--- config.mk ---
export PLATFORM = sky130hd
export DESIGN_NAME = midi_tx_flat
export DESIGN_NICKNAME = d
export VERILOG_FILES = /design/src/rtl/midi_tx_pkg.sv /design/src/rtl/midi_tx_if.sv /design/src/rtl/midi_tx_fifo.sv /design/src/rtl/midi_tx.sv /design/src/flat_wrapper.sv
export SDC_FILE = /design/constraint.sdc
export NUM_CORES = 1
export LEC_CHECK = 0
export ABC_AREA = 1
export CAP_MARGIN = 15
export CORE_MARGIN = 2
export CORE_UTILIZATION = 64
export CTS_CLUSTER_DIAMETER = 30
export DETAILED_ROUTE_END_ITERATION = 6
export GPL_TIMING_DRIVEN = 0
export HOLD_SLACK_MARGIN = 0.15
export PLACE_DENSITY = 0.84
export SLEW_MARGIN = 10
export SYNTH_ARGS = -nofsm -noshare
export SYNTH_HDL_FRONTEND = slang
export SYNTH_SLANG_ARGS = --single-unit
--- constraint.sdc ---
create_clock -name clk_i -period 4.85 [get_ports clk_i]
set_clock_uncertainty 0.05 [all_clocks]
set_input_delay 0.7275 -clock clk_i [delete_from_list [all_inputs] [get_ports clk_i]]
set_output_delay 0.7275 -clock clk_i [all_outputs]
set_load 0.02 [all_outputs]
--- src/rtl/midi_tx_pkg.sv ---
// Shared constants and MIDI byte classification for the midi_tx slice.
// Also provides the default F_CLK_HZ, F_BAUD and MIDI_PAYLOAD_BITS macros when no global definition exists.
`ifndef F_CLK_HZ
`define F_CLK_HZ 50_000_000
`endif
`ifndef F_BAUD
`define F_BAUD 31250
`endif
`ifndef MIDI_PAYLOAD_BITS
`define MIDI_PAYLOAD_BITS 8
`endif

package midi_tx_pkg;
  localparam int unsigned PAYLOAD_BITS = `MIDI_PAYLOAD_BITS;

  typedef logic [PAYLOAD_BITS-1:0] midi_byte_t;

  typedef enum logic [1:0] {
    CLS_DATA     = 2'd0,
    CLS_CHANNEL  = 2'd1,
    CLS_SYSTEM   = 2'd2,
    CLS_REALTIME = 2'd3
  } byte_class_t;

  // Channel status 0x80-0xEF, system common/exclusive 0xF0-0xF7, real-time 0xF8-0xFF.
  function automatic byte_class_t classify(input midi_byte_t b);
    if (!b[7])                  return CLS_DATA;
    else if (b[7:4] != 4'hF)    return CLS_CHANNEL;
    else if (!b[3])             return CLS_SYSTEM;
    else                        return CLS_REALTIME;
  endfunction
endpackage

--- src/rtl/midi_tx_if.sv ---
// Byte handshake between the controller core (master) and the MIDI transmitter (slave).
interface midi_tx_if;
  import midi_tx_pkg::*;

  midi_byte_t data_i;
  logic       valid_i;
  logic       ready_o;

  modport master (output data_i, output valid_i, input ready_o);
  modport slave  (input data_i, input valid_i, output ready_o);
endinterface

--- src/rtl/midi_tx_fifo.sv ---
// Synchronous first-word-fall-through byte FIFO; the extra pointer MSB separates full from empty.
module midi_tx_fifo #(
  parameter int DEPTH = 4,
  parameter int WIDTH = 8
) (
  input  logic                     clk_i,
  input  logic                     nrst_i,
  input  logic                     i_push,
  input  logic [WIDTH-1:0]         i_data,
  input  logic                     i_pop,
  output logic [WIDTH-1:0]         o_data,
  output logic                     o_full,
  output logic                     o_empty,
  output logic [$clog2(DEPTH):0]   o_count
);
  localparam int AW = $clog2(DEPTH);

  logic [WIDTH-1:0] r_mem [DEPTH];
  logic [AW:0]      r_wr;
  logic [AW:0]      r_rd;
  logic             w_do_push;
  logic             w_do_pop;

  assign o_count   = r_wr - r_rd;
  assign o_full    = (o_count == (AW+1)'(DEPTH));
  assign o_empty   = (r_wr == r_rd);
  assign o_data    = r_mem[r_rd[AW-1:0]];
  assign w_do_push = i_push && !o_full;
  assign w_do_pop  = i_pop && !o_empty;

  // NOTE: storage has no reset; the pointers alone decide which entries are valid.
  always_ff @(posedge clk_i) begin
    if (w_do_push) r_mem[r_wr[AW-1:0]] <= i_data;
  end

  always_ff @(posedge clk_i or negedge nrst_i) begin
    if (!nrst_i) begin
      r_wr <= '0;
      r_rd <= '0;
    end else begin
      if (w_do_push) r_wr <= r_wr + (AW+1)'(1);
      if (w_do_pop)  r_rd <= r_rd + (AW+1)'(1);
    end
  end
endmodule

--- src/rtl/midi_tx.sv ---
// MIDI OUT transmitter: FIFO-buffered bytes serialised as 8N1 frames, LSB first, idle high.
// Optional MIDI_TX_RUNNING_STATUS_EN drops repeated channel-status bytes.
module midi_tx
  import midi_tx_pkg::*;
#(
  parameter int CLK_HZ     = `F_CLK_HZ,
  parameter int BAUD       = `F_BAUD,
  parameter int FIFO_DEPTH = 4
) (
  input  logic     clk_i,
  input  logic     nrst_i,
  midi_tx_if.slave s_if,
  output logic     txData_o,
  output logic     busy_o
);
  localparam int CPB = CLK_HZ / BAUD;
  localparam int CW  = $clog2(CPB) + 1;
  localparam int AW  = $clog2(FIFO_DEPTH);

  typedef enum logic [1:0] {
    IDLE  = 2'd0,
    START = 2'd1,
    DATA  = 2'd2,
    STOP  = 2'd3
  } state_t;

  state_t      r_state;
  logic [CW-1:0] r_cyc;
  logic [2:0]  r_bit;
  midi_byte_t  r_shift;
  logic        r_tx;
  logic        r_busy;

  midi_byte_t  w_head;
  logic        w_full;
  logic        w_empty;
  logic [AW:0] w_count;
  logic        w_push;
  logic        w_pop;
  logic        w_discard;
  logic        w_launch;
  logic        w_bit_end;
  logic        w_frame_next;
  logic        w_fill_next;

  assign s_if.ready_o = !w_full;
  assign w_push       = s_if.valid_i && !w_full;
  assign w_bit_end    = (r_cyc == CW'(CPB - 1));
  assign w_pop        = !w_empty && ((r_state == IDLE) || ((r_state == STOP) && w_bit_end));
  assign w_launch     = w_pop && !w_discard;
  assign w_fill_next  = w_push || (w_count > (AW+1)'(w_pop));
  assign txData_o     = r_tx;
  assign busy_o       = r_busy;

  midi_tx_fifo #(.DEPTH(FIFO_DEPTH), .WIDTH(PAYLOAD_BITS)) u_fifo (
    .clk_i   (clk_i),
    .nrst_i  (nrst_i),
    .i_push  (w_push),
    .i_data  (s_if.data_i),
    .i_pop   (w_pop),
    .o_data  (w_head),
    .o_full  (w_full),
    .o_empty (w_empty),
    .o_count (w_count)
  );

`ifdef MIDI_TX_RUNNING_STATUS_EN
  midi_byte_t r_rs;
  logic       r_rs_valid;

  assign w_discard = w_pop && r_rs_valid && (w_head == r_rs);

  always_ff @(posedge clk_i or negedge nrst_i) begin
    if (!nrst_i) begin
      r_rs       <= '0;
      r_rs_valid <= 1'b0;
    end else if (w_launch) begin
      case (classify(w_head))
        CLS_CHANNEL: begin
          r_rs       <= w_head;
          r_rs_valid <= 1'b1;
        end
        CLS_SYSTEM: r_rs_valid <= 1'b0;
        default:    ;
      endcase
    end
  end
`else
  assign w_discard = 1'b0;
`endif

  // NOTE: every signal assigned in always_comb gets a default first so no latch is inferred.
  always_comb begin
    w_frame_next = 1'b0;
    case (r_state)
      IDLE:        w_frame_next = w_launch;
      START, DATA: w_frame_next = 1'b1;
      STOP:        w_frame_next = w_bit_end ? w_launch : 1'b1;
      default:     w_frame_next = 1'b0;
    endcase
  end

  // txData_o is registered from the current state, so the line trails the state by one cycle.
  // NOTE: sequential state uses non-blocking assignments so all registers update from pre-edge values.
  always_ff @(posedge clk_i or negedge nrst_i) begin
    if (!nrst_i) begin
      r_state <= IDLE;
      r_cyc   <= '0;
      r_bit   <= '0;
      r_shift <= '0;
      r_tx    <= 1'b1;
      r_busy  <= 1'b0;
    end else begin
      r_busy <= w_frame_next || w_fill_next;
      case (r_state)
        IDLE: begin
          r_tx  <= 1'b1;
          r_cyc <= '0;
          r_bit <= '0;
          if (w_launch) begin
            r_shift <= w_head;
            r_state <= START;
          end
        end
        START: begin
          r_tx <= 1'b0;
          if (w_bit_end) begin
            r_cyc   <= '0;
            r_state <= DATA;
          end else begin
            r_cyc <= r_cyc + CW'(1);
          end
        end
        DATA: begin
          r_tx <= r_shift[0];
          if (w_bit_end) begin
            r_cyc   <= '0;
            r_shift <= r_shift >> 1;
            r_bit   <= r_bit + 3'd1;
            if (r_bit == 3'd7) r_state <= STOP;
          end else begin
            r_cyc <= r_cyc + CW'(1);
          end
        end
        STOP: begin
          r_tx <= 1'b1;
          if (w_bit_end) begin
            r_cyc <= '0;
            if (w_launch) begin
              r_shift <= w_head;
              r_state <= START;
            end else begin
              r_state <= IDLE;
            end
          end else begin
            r_cyc <= r_cyc + CW'(1);
          end
        end
        default: begin
          r_state <= IDLE;
          r_tx    <= 1'b1;
          r_cyc   <= '0;
          r_bit   <= '0;
        end
      endcase
    end
  end
endmodule

--- src/flat_wrapper.sv ---
// flat-port wrapper written by rule: the top's interface ports become plain ports
module midi_tx_flat import midi_tx_pkg::*;
#(
  parameter int CLK_HZ     = `F_CLK_HZ,
  parameter int BAUD       = `F_BAUD,
  parameter int FIFO_DEPTH = 4
)
  (clk_i, nrst_i, txData_o, busy_o, s_if_data_i, s_if_valid_i, s_if_ready_o);
  midi_tx_if s_if_i ();
  input  logic clk_i;
  input  logic nrst_i;
  output logic txData_o;
  output logic busy_o;
  input wire logic [$bits(s_if_i.data_i)-1:0] s_if_data_i;
  input wire logic [$bits(s_if_i.valid_i)-1:0] s_if_valid_i;
  output wire logic [$bits(s_if_i.ready_o)-1:0] s_if_ready_o;
  assign s_if_i.data_i = s_if_data_i;
  assign s_if_i.valid_i = s_if_valid_i;
  assign s_if_ready_o = s_if_i.ready_o;
  midi_tx #(.CLK_HZ(CLK_HZ), .BAUD(BAUD), .FIFO_DEPTH(FIFO_DEPTH)) u_core (.clk_i(clk_i), .nrst_i(nrst_i), .s_if(s_if_i), .txData_o(txData_o), .busy_o(busy_o));
endmodule
==> results of run 1 <==
metrics by stage:
step | area [µm²] | hold slack [ps] | cells
after floorplan | 3180 | 382 | 331
after global placement | 3400 | 403 | 411
after detailed placement | 3390 | 412 | 411
after CTS | 3590 | 419 | 427
after global routing | 3590 | 440 | 427
final | 3590 | 398 | 427
worst min-delay path by stage:
stage	startpoint	to	cells past startpoint
final	nrst_i	u_core.r_cyc[5]	1
after global routing	nrst_i	u_core.r_cyc[6]	1
after CTS	nrst_i	u_core.r_shift[4]	1
after detailed placement	u_core.r_cyc[0]	u_core.r_cyc[0]	1
after global placement	u_core.r_cyc[0]	u_core.r_cyc[0]	1
after floorplan	nrst_i	u_core.busy_o	0
kinds of logic (layout without fill, tap and decap cells):
group | count (synthesis) | count (layout)
AOI/OAI and AO/OA | 20 | 20
buffers and inverters | 36 | 65
and+or+nand+nor | 184 | 184
adders and majority gates | 18 | 18
DFF | 65 | 65
xor gates and xnor gates | 8 | 8
layout by cell type, fill, tap and decap left out, types with 2 or more instances in the layout:
cell / instances
a211oi_1: 2
a21oi_1: 6
buf_2: 5
clkbuf_8: 9
clkdlybuf4s50_1: 12
clkinv_1: 2
clkinvlp_4: 3
dfrtp_1: 32
edfxtp_1: 32
ha_1: 17
inv_1: 25
inv_2: 4
inv_6: 2
nand2_1: 102
nand2_2: 4
nand2_4: 3
nand3_1: 37
nor2_1: 21
nor3_1: 4
nor3_2: 2
nor3b_1: 4
o21ai_0: 8
xnor2_1: 3
xor2_1: 5
per-layer routing:
metal | routed length (µm) | up-vias | share of wire (%)
met4 | 82 | 0 | 1.4
met2 | 2910 | 55 | 50
li1 | - | 1138 | -
met3 | 227 | 8 | 3.9
met1 | 2580 | 1073 | 45
met5 | 0 | - | 0
power by group:
group	total (W)	leakage [nW]	switching [W]	internal (W)
Combinational	0.000227	0.798	0.000148	0.0000799
Clock	0.000458	0.0925	0.000217	0.000241
Sequential	0.000684	0.700	0.0000267	0.000657
area by class of cell:
cell class,instances,area [µm²],share of cell area [%]
Inverter,31,116,3.24
Sequential cell,65,1790,49.8
Tap cell,67,83.8,2.33
Clock buffer,9,124,3.45
Clock inverter,7,78.8,2.19
Buffer,5,23.8,0.662
Multi-Input combinational cell,230,1250,34.9
Timing Repair Buffer,13,125,3.48
worst register-to-register path: cells and delay by family (launching register included):
family	cells	cell delay, ps
adders and majority gates	1	480
buffers and inverters	2	560
and+or+nand+nor	4	1070
DFF	1	340
state kept, by name, indices dropped and copies added (netlist names):
name,flops
u_core.r_cyc,12
u_core.r_bit,3
u_core.txData_o,1
u_core.u_fifo.r_rd,3
u_core.u_fifo.r_mem,32
u_core.r_shift,8
u_core.u_fifo.r_wr,3
u_core.busy_o,1
u_core.r_state,2
==> impl_results.md, run 1 <==
* Worst slew pin tran at slightly above 800 ps
* # IOs at 14
* Xor/xnor share of the synthesized area at 2.20%
* Reg clk slew, reported paths at 70 ps
* Static Leakage at 1.59 nW
* Pins Over Slew Limit at 0
* Synth top area cells: edfxtp_1, dfrtp_1, nand2_1, ha_1, nand3_1
* Utilization after layout at 75.6%
* Hold Crit Class: primary input to asynchronous set/reset pin
* Aggregate global routing overflow at 0
* Final layout net count at ~380
* Mux contribution to synthesized area at 0%
* # DRC at 0
* Peak supply drop at 0.313 mV
* Initial antenna violation count at 0
* Yosys top cell by area: edfxtp_1
* Clock sinks at 65
* Drt wl/cell at between 10 and 15 µm
* Post-synth ARST share at approximately 51%
* Count leader, synth: nand2_1
* Clock root cell: clkbuf_8
* Clock buffer depth at 2
* CP bufs+invs at 3
* Largest net degree at the start of global routing at 34
* Critical Path Stages at 6
* FF-to-FF End: u_core.u_fifo.r_mem[3][0]
* Grt met1 use at between 30% and 40%
* Die ar. at 0.00555 mm²
* Pwr Density at 381 mW/mm²
* Outcome: complete, no violations
* CORE AREA at 0.00475 mm²
* Fill count at 342
* Tot Pwr at ~0.0014 W
* Post-DR vias/cell at 5.33
* Critical Path Start Type: flop
* Post-placement setup slack at 1780 ps
* Area grow syn2layout at 12.9%
* Crit Path Class: flop to output port
* Worst R2R Path Depth at 7
* Clock latency on the worst-skew pair at 330 ps
* Detail Placement HPWL at between 4000 and 5000 µm
* GRT Max-Usage Layer: met2
* Adder-cell area share of the yosys netlist at ~7.3%
* Total vias in the final route at about 2300
* Final wirelength at 5800 µm
* Crit path from: u_core.u_fifo.r_rd[1]
* Die H at ~75 µm
* Final Hold Fails at 0
* Max-cap viol count at 0
* Fmax at 292 MHz
* Crit-path cells: buf_2 -> clkinv_1 -> fa_1 -> nand3b_1 -> nand3_1 -> clkdlybuf4s50_1
* Syn Nets at 360
* Yosys top cell area share at 30.2%
* Post-CTS Setup Inserts at 0
* Final worst slack at 1430 ps
* Setup TNS at 0 ps
* # resized after CTS at 0
* Most used flip-flop cell after synthesis: edfxtp_1
* TritonRoute pass-1 iters at 4
* Antenna viol nets, final at 0
* Worst-path fanout max at 10
* FF+latch count, synth at 65
* Flop2flop setup slack at 1970 ps
* Main combinational cell family by area after synthesis: simple AND/OR/NAND/NOR gates
* Crit path arrival time at 2640 ps
* Tcrit/Tclk final at 70.5%
* Post-synthesis cell count at 331
* Slowest stage cell, crit path: clkdlybuf4s50_1
* Number of antenna diodes at 0
* Hold Buf Count CTS at 0
* Total CTS buffers at 9
* H-tree depth at 3
* Count of different cell masters after synthesis at 34
* Reg2Reg Launch Point: u_core.u_fifo.r_rd[1]
* M2 GR Usage at between 30% and 40%
* Starting density of the core at 66.9%
* Largest delay share family, worst path: buffers and inverters
* RSZ-0062 raised after global routing: false
* # rows at 25
* WP data required at 4070 ps
* Avg Cell Area, Syn at 9.61 µm²
* Synth Warn # at 0
* Final setup fails at 0
* Critical Path Sink Type: output port
* Global-route wire length before repair at 10000 µm
* Syn Std Cell Area at between 0.003 and 0.004 mm²
* Simple-Gate Fraction of Synth Area at between 20% and 30%
* Post-synth EDFFs at 32
* Final min period at ~3400 ps
* Initial DRC count at 201
* CTS tree: done
* Share of layout cells above drive strength 1 at 11.1%
* Slew headroom at 44.8%
* Seq/Total Area, Yosys at 56.2%
* Port Buffers at 13
* GR Util met3 at a little over 6%
* Global Route Usage Sum at 24.6%
* Number of global-route vias before repair at 2216
* List of most frequent post-synthesis cells: nand2_1, nand3_1, dfrtp_1, edfxtp_1, inv_1
* Die Width at 74.5 µm
* Worst Setup EP: s_if_ready_o
* Crit-path max cell delay at 610 ps
* RePlAce Congestion at 0.855
* Compound-Gate Fraction of Synth Area at about 3.5%
Power figures use the tool's default switching activity.
==> run 2: changes to the inputs <==
- CORE_UTILIZATION: 64 -> 54
- PLACE_DENSITY: 0.84 -> 0.75
- clock period: 4.85 -> 2.86 ns (I/O delays scaled with it)
==> run 2 against run 1 <==
- register-to-register slack worse by 1800 ps
- first-iteration DRC count down 50%
- largest power group unchanged
- cell area unchanged
- largest cell class unchanged
- global-route usage down 3.0 points
- combinational power up 74%
- non-clock buffer count up 1
- clock power up 59%
- sequential share of layout area unchanged
==> impl_results.md, run 2 (synthesis gave the netlist of run 1 again) <==
* Initial DRC count at 100 (-50%)
* CORE AREA at 0.00561 mm² (+18%)
* Reg2Reg Launch Point: u_core.u_fifo.r_wr[0]
* Sequential Power Share at 50.9% (+1.0 points)
* Hold Crit Class: flop to flop
* Global-route wire length before repair at 10200 µm (+2.4%)
* Drt wl/cell at 13.6 µm (-0.13%)
* Worst slew pin tran at 779 ps (-46.1 ps)
* H-tree depth at 3 (unchanged)
* Final min period at between 2000 and 3000 ps
* Non-filler instance count after layout at 433 (+1.4%)
* Crit-path max cell delay at 420 ps (-190 ps)
* Pwr Density at 635 mW/mm² (+66%)
* Most common cell after layout, fill and taps aside: nand2_1
* Clock buffer depth at 2 (unchanged)
* Number of antenna diodes at 0 (unchanged)
* Flop2flop setup slack at 190 ps (-1780 ps)
* Starting density of the core at 56.7% (-10 points)
* FF-to-FF End: u_core.u_fifo.r_mem[1][0]
* Crit-path cells: inv_1 -> ha_1 -> inv_1 -> fa_1 -> nand3b_1 -> nand3_1 -> dlygate4sd2_1
* Clock power frac at 31.9% (-1.6 points)
* Fmax at 371 MHz
* TritonRoute pass-1 iters at 4 (unchanged)
* Hold Path Stages at 2
* Port Buffers at 13 (unchanged)
* Static Leakage at 1.59 nW (+0.29%)
* Share of layout cells above drive strength 1 at 11.6% (+0.52 points)
* # IOs at 14 (unchanged)
* Reg clk slew, reported paths at 80 ps (about the same)
* Global Route Usage Sum at 21.5% (-3.0 points)
* Crit path arrival time at 2220 ps (-420 ps)
* Antenna viol nets, final at 0 (unchanged)
* Critical Path Sink Type: output port
* Slew headroom at 47.9% (+3.1 points)
* Largest net degree at the start of global routing at 34 (unchanged)
* Hold_sp: u_core.r_shift[6]
* RSZ-0062 raised after global routing: true
* Peak supply drop at 0.670 mV (+110%)
* Outcome: complete, no violations
* Slowest stage cell, crit path: fa_1
* # DRC at 0 (unchanged)
* Commonest cells after routing, fill and taps aside: nand2_1, nand3_1, dfrtp_1, edfxtp_1, inv_1
* # rows at 27 (+8.0%)
* Dpl cells at 416 (+1.2%)
* RePlAce Congestion at 0.869 (+1.7%)
* Total vias in the final route at 2247 (-1.2%)
* Hold_ws at 427 ps (+28.8 ps)
* Initial antenna violation count at 0 (unchanged)
* Pins Over Slew Limit at 0 (unchanged)
* Net switching power at 0.000702 W (+79%)
* Area grow syn2layout at 12.9% (unchanged)
* Max-cap viol count at 0 (unchanged)
* Number of global-route vias before repair at 2179 (-1.7%)
* P_int at 0.00158 W (+61%)
* Utilization after layout at 64.1% (-12 points)
* Final setup fails at 0 (unchanged)
* Clock sinks at 65 (unchanged)
* Final wirelength at 5870 µm (+1.3%)
* Critical Path Start Type: flop
* Post-CTS Setup Inserts at 0 (unchanged)
* Final layout net count at 385 (+0.26%)
* Power share of the combinational group at 17.3% (+0.7 points)
* Clock latency on the worst-skew pair at 350 ps (+20 ps)
* Most common cell on crit path: inv_1
* Post-DR vias/cell at 5.19 (-2.6%)
* Sw Ratio at 30.8% (+2.2 points)
* Die H at 80.8 µm (+8.4%)
* CTS tree: done
* Die ar. at 0.00652 mm² (+17%)
* WHS Endpoint: u_core.r_shift[6]
* Clock root cell: clkbuf_8
* Aggregate global routing overflow at 0 (unchanged)
* Tcrit/Tclk final at 94.2%
* Crit Path Class: flop to output port
* Number of flip-flops in the largest register at 32 (unchanged)
* WP data required at 2380 ps (-1690 ps)
* Final Hold Fails at 0 (unchanged)
* Detail Placement HPWL at 4030 µm (-1.8%)
* Worst-path fanout max at 4 (-6)
* Total CTS buffers at 9 (unchanged)
* Worst R2R Path Depth at 8 (+1)
* Die Width at 80.8 µm (+8.4%)
run 2: changes by cell type in the layout (fill, tap and decap cells not counted), sizes merged:
cell / before / now
clkinv: 3 / 2
dlygate4sd2: 0 / 1
inv: 31 / 35
clkinvlp: 3 / 1
bufinv: 1 / 0
dlygate4sd3: 0 / 1
clkdlybuf4s50: 12 / 11
run 2: timing repair:
| item | in CTS | in global routing |
|---|---|---|
| hold endpoints to repair | 32 | 0 |
| resized for setup | 2 | 2 |
| hold buffers | 1 | 0 |
| endpoints found under the setup margin | 26 | 26 |
| pin swaps | 0 | 0 |
run 2: cell type report:
type | count | area (µm²)
clock buffers | 9 | 124
inverters | 31 | 119
multi-input cells | 230 | 1260
flip-flops and latches | 65 | 1790
fillers | 489 | 2010
clock inverters | 7 | 58.8
repair buffers | 14 | 134
well taps | 72 | 90.1
plain buffers | 5 | 23.8
run 2: per-layer routing:
layer / part of all wire, % / routed length (µm) / global-route usage (%)
met2: 50 / 2940 / 35.8
met4: 1.1 / 67 / 6.78
met1: 44 / 2610 / 26.2
met3: 4.4 / 260 / 8.11
met5: 0 / 0 / 0
run 2: worst max path at each step:
| stage | start | endpoint | slack (ps) |
|---|---|---|---|
| CTS | u_core.u_fifo.r_wr[0] | u_core.u_fifo.r_mem[3][7] | 80 |
| floorplan | u_core.u_fifo.r_rd[1] | u_core.u_fifo.r_mem[3][0] | 310 |
| detailed placement | u_core.u_fifo.r_rd[1] | u_core.u_fifo.r_mem[3][6] | -90 |
| global route | u_core.u_fifo.r_wr[0] | u_core.u_fifo.r_mem[1][6] | -40 |
| finish | u_core.u_fifo.r_wr[0] | s_if_ready_o | 170 |
| global placement | u_core.u_fifo.r_rd[1] | u_core.u_fifo.r_mem[3][6] | -90 |
run 2: worst max-delay path: cells and delay by family, from the launching register on:
kind          cells  cell delay (ps)
flops             1              410
simple gates      2              320
buf+inv           3              540
fa+ha+maj         2              590
run 2: through the flow:
stage          TNS (ps)  power [W]  area, µm²  setup WS (ps)
6_report              0    0.00228       3590            165
3_3_place_gp       -796    0.00156       3400          -92.6
5_1_grt            -401    0.00242       3590          -35.2
3_5_place_dp      -1030    0.00157       3400          -88.7
2_1_floorplan         0    0.00144       3180            308
4_1_cts               0    0.00230       3590           80.9
run 2: power groups by stage:
stage                     Clock (W)  Combinational (W)  Sequential, W
after global routing       0.000793           0.000453        0.00117
after CTS                  0.000747           0.000396        0.00116
after floorplan                   0           0.000275        0.00117
final                      0.000727           0.000394        0.00116
after detailed placement          0           0.000395        0.00118
after global placement            0           0.000380        0.00118
